## src/rtl/riscv_pkg.sv

```systemverilog
// Shared core definitions: default widths, write-back requester indices, command struct.
package riscv_pkg;

    localparam int unsigned ADDRSIZE_DEFAULT = 5;
    localparam int unsigned WORDSIZE_DEFAULT = 64;

    // Requester indices into the write-back arbiter request/grant vectors
    localparam int unsigned REQ_ALU = 0;
    localparam int unsigned REQ_MEM = 1;

    // Write-back command as selected by the arbiter
    typedef struct packed {
        logic                        valid;
        logic [ADDRSIZE_DEFAULT-1:0] rd;
        logic [WORDSIZE_DEFAULT-1:0] data;
    } wb_cmd_t;

endpackage

```

## src/rtl/rr_arbiter2.sv

```systemverilog
// Two-requester round-robin arbiter. Requester 0 wins the first conflict after reset;
// the pointer only moves when both requesters are active.
module rr_arbiter2 (
    input  logic       clk,
    input  logic       rst,
    input  logic [1:0] req,
    output logic [1:0] gnt
);

    // Index of the requester granted at the most recent conflict
    logic ptr_q;

    // Grant decode; nothing is granted while reset is asserted
    always_comb begin
        gnt = 2'b00;
        if (rst) begin
            unique case (req)
                2'b01:   gnt = 2'b01;
                2'b10:   gnt = 2'b10;
                2'b11:   gnt = ptr_q ? 2'b01 : 2'b10;
                default: gnt = 2'b00;
            endcase
        end
    end

    // Pointer follows the conflict winner; uncontested grants leave it alone
    always_ff @(posedge clk or negedge rst) begin
        if (!rst) begin
            ptr_q <= 1'b1;
        end else if (req == 2'b11) begin
            ptr_q <= gnt[1];
        end
    end

endmodule

```

## src/rtl/regfile_wb_arbiter.sv

```systemverilog
// Register-file write-back controller: arbitrates ALU and load results onto the
// single write port and tracks outstanding writes per register for hazard checks.
module regfile_wb_arbiter
    import riscv_pkg::*;
#(
    parameter int unsigned  ADDRSIZE = ADDRSIZE_DEFAULT,
    parameter int unsigned  WORDSIZE = WORDSIZE_DEFAULT,
    localparam int unsigned RFSIZE   = 1 << ADDRSIZE
) (
    input  logic                clk,
    input  logic                rst,
    input  logic                alu_valid,
    output logic                alu_ready,
    input  logic [ADDRSIZE-1:0] alu_rd,
    input  logic [WORDSIZE-1:0] alu_data,
    input  logic                mem_valid,
    output logic                mem_ready,
    input  logic [ADDRSIZE-1:0] mem_rd,
    input  logic [WORDSIZE-1:0] mem_data,
    input  logic                issue_valid,
    input  logic [ADDRSIZE-1:0] issue_rd,
    output logic                regwr,
    output logic [ADDRSIZE-1:0] rd,
    output logic [WORDSIZE-1:0] rddata,
    output logic [RFSIZE-1:0]   pending
);

    logic [1:0]          req;
    logic [1:0]          gnt;
    // Command struct field widths follow the package defaults
    wb_cmd_t             win;
    logic                regwr_q;
    logic [ADDRSIZE-1:0] rd_q;
    logic [WORDSIZE-1:0] rddata_q;
    logic [RFSIZE-1:0]   pending_d;
    logic [RFSIZE-1:0]   pending_q;

    assign req[REQ_ALU] = alu_valid;
    assign req[REQ_MEM] = mem_valid;

    rr_arbiter2 u_arb (
        .clk (clk),
        .rst (rst),
        .req (req),
        .gnt (gnt)
    );

    assign alu_ready = gnt[REQ_ALU];
    assign mem_ready = gnt[REQ_MEM];

    // Select the accepted producer's command
    always_comb begin
        win = '0;
        if (gnt[REQ_ALU]) begin
            win.valid = 1'b1;
            win.rd    = alu_rd;
            win.data  = alu_data;
        end else if (gnt[REQ_MEM]) begin
            win.valid = 1'b1;
            win.rd    = mem_rd;
            win.data  = mem_data;
        end
    end

    // Registered write command; x0 writes load address/data but never enable the port
    always_ff @(posedge clk or negedge rst) begin
        if (!rst) begin
            regwr_q  <= 1'b0;
            rd_q     <= '0;
            rddata_q <= '0;
        end else begin
            regwr_q <= win.valid && (win.rd != '0);
            if (win.valid) begin
                rd_q     <= win.rd;
                rddata_q <= win.data;
            end
        end
    end

    // Scoreboard next state: retire the write on the port, then mark the issuing
    // destination so a newer producer wins over a same-edge retirement
    always_comb begin
        pending_d = pending_q;
        if (regwr_q) begin
            pending_d[rd_q] = 1'b0;
        end
        if (issue_valid && (issue_rd != '0)) begin
            pending_d[issue_rd] = 1'b1;
        end
        pending_d[0] = 1'b0;
    end

    // Scoreboard state
    always_ff @(posedge clk or negedge rst) begin
        if (!rst) begin
            pending_q <= '0;
        end else begin
            pending_q <= pending_d;
        end
    end

    assign regwr   = regwr_q;
    assign rd      = rd_q;
    assign rddata  = rddata_q;
    assign pending = pending_q;

endmodule

```

## config.mk

```make
export PLATFORM = sky130hd
export DESIGN_NAME = regfile_wb_arbiter
export DESIGN_NICKNAME = d
export VERILOG_FILES = /design/src/rtl/riscv_pkg.sv /design/src/rtl/rr_arbiter2.sv /design/src/rtl/regfile_wb_arbiter.sv
export SDC_FILE = /design/constraint.sdc
export NUM_CORES = 1
export LEC_CHECK = 0
export CAP_MARGIN = 30
export CORE_MARGIN = 1.5
export CORE_UTILIZATION = 39
export DETAILED_ROUTE_END_ITERATION = 10
export PLACE_DENSITY_LB_ADDON = 0.25
export SLEW_MARGIN = 20
export SYNTH_ARGS = -nofsm -noshare
export SYNTH_HDL_FRONTEND = slang
export SYNTH_HIERARCHICAL = 1
export SYNTH_SLANG_ARGS = --single-unit
```

## constraint.sdc

```tcl
create_clock -name clk -period 1.95 [get_ports clk]
set_input_delay 0.2925 -clock clk [delete_from_list [all_inputs] [get_ports clk]]
set_output_delay 0.2925 -clock clk [all_outputs]
set_load 0.01 [all_outputs]
```

==> results.sh <==
export IMPL_grt_pass1_wl_um=23670
export IMPL_drc=0
export IMPL_hold_viol_final=0
export IMPL_crit_fanout=10
export IMPL_clk_path_buf_depth=2
export IMPL_cap_viol_max_count=0
export IMPL_vdd_drop_max_mv=0.6395
export IMPL_initial_core_util_pct=40.07
export IMPL_synth_adder_area_share_pct=0
export IMPL_nets=840
export IMPL_syn_nets=592
export IMPL_wl_per_cell_um=17.78
export IMPL_worstReg2RegStart="u_arb/ptr_q$_DFFE_PN1N_"
export IMPL_reg2regPathDepth=5
export IMPL_finClkSkew_ps=9.906
export IMPL_place_area_sq_mm=0.007313
export IMPL_arrival_ps=1490
export IMPL_relSlewSlack_pct=64.77
export IMPL_via_per_inst=5.214
export IMPL_rsz0062_at_grt="false"
export IMPL_io_buffers=250
export IMPL_synth_xor_area_share_pct=0
export IMPL_yosysSeqAreaShare_pct=55.58
export IMPL_synth_compound_area_share_pct=15.09
export IMPL_dieArea_sq_mm=0.01244
export IMPL_min_period_ps=1785
export IMPL_muxShareOfSynthArea_pct=15.25
export IMPL_worstSkewPairLatency_ps=340
export IMPL_critPathKind="register to primary output"
export IMPL_cpLargestDelayFamily="buffers and inverters"
export IMPL_crit_path_cell_trace="clkdlybuf4s50_1"
export IMPL_grt_pass1_vias=4671
export IMPL_clock_tree_root_cell="clkbuf_16"
export IMPL_dp_hpwl_um=11190
export IMPL_syn_area_sq_mm=0.004594
export IMPL_reg2reg_to="rddata[61]$_DFFE_PN0P_"
export IMPL_fin_crit_sh_pct=91.54
export IMPL_htreeDepth=3
export IMPL_tritoncts="done"
export IMPL_status="finished, final reports clean"
export IMPL_worst_slew_pin_slew_ps=528.4
export IMPL_via_count=4380
export IMPL_fp_dieW_um=111.5
export IMPL_critical_path_startpoint_type="register"
export IMPL_syn_to_final_growth_pct=65.09
export IMPL_cts_reportedPaths_clkPinSlew_ps=70
export IMPL_cts_buffers=9
export IMPL_initialDrtViolationCount=260
export IMPL_drive_above_1_share_pct=4.591
export IMPL_gp_congestion=0.8375
export IMPL_n_antenna_cell=0
export IMPL_antenna_found_initial=0
export IMPL_final_area_sq_mm=0.007585
export IMPL_synth_simple_area_share_pct=11.06
export IMPL_die_y_um=111.5
export IMPL_cp_end_kind="primary output"
export IMPL_ys_seq_elements=102
export IMPL_postRouteAntennaNets=0
export IMPL_finalMaxSlewViolations=0
export IMPL_power_mw=7.532
export IMPL_fmaxAchievable_ghz=0.5602
export IMPL_required_ps=1660
export IMPL_drt_total_wl_um=14940
export IMPL_regToRegSetupSlack_ps=300
export IMPL_cts_sinks=102
export IMPL_synth_top_family_by_area="multiplexers"
export IMPL_setup_viol=0
export IMPL_synth_cell_types=28
export IMPL_post_synth_cell_area_avg_sq_um=10.35
export IMPL_hp_class="primary input to asynchronous set/reset pin"
export IMPL_overflow=0
export IMPL_slowest_delay_ps=610
export IMPL_core_sq_mm=0.01147
export IMPL_synthCells=444
export IMPL_num_io_pins=252
export IMPL_leakagePower_nw=2.929
export IMPL_grt_max_degree=101
export IMPL_worst_path_buf_inv=1
export IMPL_track_usage_pct=24.18
export IMPL_num_rows=39
export IMPL_yosys_warnings=6
export IMPL_cpMaxStageDelayCell="clkdlybuf4s50_1"
export IMPL_power_density_mw_per_mm2=993.1
export IMPL_drtPass1Iterations=5
-- how the worst max path moves through the flow --
stage,start,end,slack (ps),depth (start not counted)
floorplan,u_arb/ptr_q$_DFFE_PN1N_,regwr$_DFF_PN0_,260,5
global placement,mem_valid,rddata[0]$_DFFE_PN0P_,60,7
CTS,mem_valid,mem_ready,50,4
finish,rd[2]$_DFFE_PN0P_,rd[2],160,1
detailed placement,mem_valid,rddata[34]$_DFFE_PN0P_,-30,7
global route,rd[2]$_DFFE_PN0P_,rd[2],90,1
-- cells by family after synthesis --
logic type / Yosys count
flops: 102
other cells: 1
mux: 70
buf+inv: 27
simple gates: 108
compound gates: 136
-- routing by layer --
layer | GRT usage [%] | wire length (um) | part of all wire, %
met5 | 0 | 0 | 0
met4 | 10.13 | 396 | 2.7
met3 | 7.512 | 1352 | 9.1
met2 | 42.66 | 7655 | 51
met1 | 27.10 | 5533 | 37
-- sequential cells by signal (all words and copies together), names as in the netlist --
name         cells
rddata          64
pending         31
rd               5
regwr            1
u_arb/ptr_q      1
-- Yosys cell counts (all sizes together) --
cell type,instances,area share (%)
o21ai,130,14
dfrtp,101,55
nand2,77,6.3
mux2i,70,15
buf,17,2.1
clkbuf,8,0.65
nand3b,7,1.1
nand3,5,0.54
or3,5,0.79
nand2b,4,0.54
or3b,4,0.82
a21oi,2,0.22
inv,2,0.16
o31ai,2,0.33
o41ai,2,0.38
or4,2,0.33
conb,1,0.082
dfstp,1,0.57
nand4b,1,0.19
nor2,1,0.082
nor2b,1,0.14
or2,1,0.14
-- what timing repair did --
item | 4_1_cts | 5_1_grt
gates resized for setup | 1 | 1
endpoints found under the hold margin | 3 | 0
setup buffers | 0 | 0
endpoints found under the setup margin | 1 | 1
hold buffers | 1 | 0
-- layout by cell type, fill, tap and decap left out, types with 4 or more instances in the layout --
| cell | instances |
|---|---|
| nand3b_1 | 7 |
| mux2i_1 | 70 |
| o21ai_1 | 25 |
| buf_4 | 7 |
| or3_1 | 4 |
| nand3_1 | 5 |
| o21ai_0 | 105 |
| clkbuf_16 | 9 |
| buf_12 | 5 |
| dfrtp_1 | 101 |
| nand2b_1 | 4 |
| clkdlybuf4s50_1 | 247 |
| nand2_1 | 76 |
-- layout make-up --
| cell class | instances | area, sq um |
|---|---|---|
| clock inverter | 4 | 23.77 |
| timing repair buffer | 262 | 2656 |
| multi-input combinational | 315 | 1928 |
| tap | 143 | 178.9 |
| sequential | 102 | 2554 |
| clock buffer | 12 | 236.5 |
| inverter | 2 | 7.507 |
| fill | 926 | 3882 |
-- power breakdown --
part	internal [mW]	leakage [nW]	switching, mW	total (mW)
clock network	0.864	0.130	0.765	1.63
registers	2.71	1.18	0.400	3.11
logic	1.64	1.62	1.15	2.79
total	5.22	2.93	2.32	7.53
-- per-stage QoR --
step	setup TNS (ps)	utilization, %	worst slack (ps)	std cells	hold WS (ps)
2_1_floorplan	0	-	260.7	444	-3.091
3_3_place_gp	0	63.78	58.75	823	125.5
3_5_place_dp	-69.18	63.78	-25.27	823	125.9
4_1_cts	0	66.12	54.28	840	111.9
5_1_grt	0	66.14	88.79	840	128.9
6_report	0	66.14	165.0	840	102.9
Note: power is estimated with default switching activity, not from simulation.
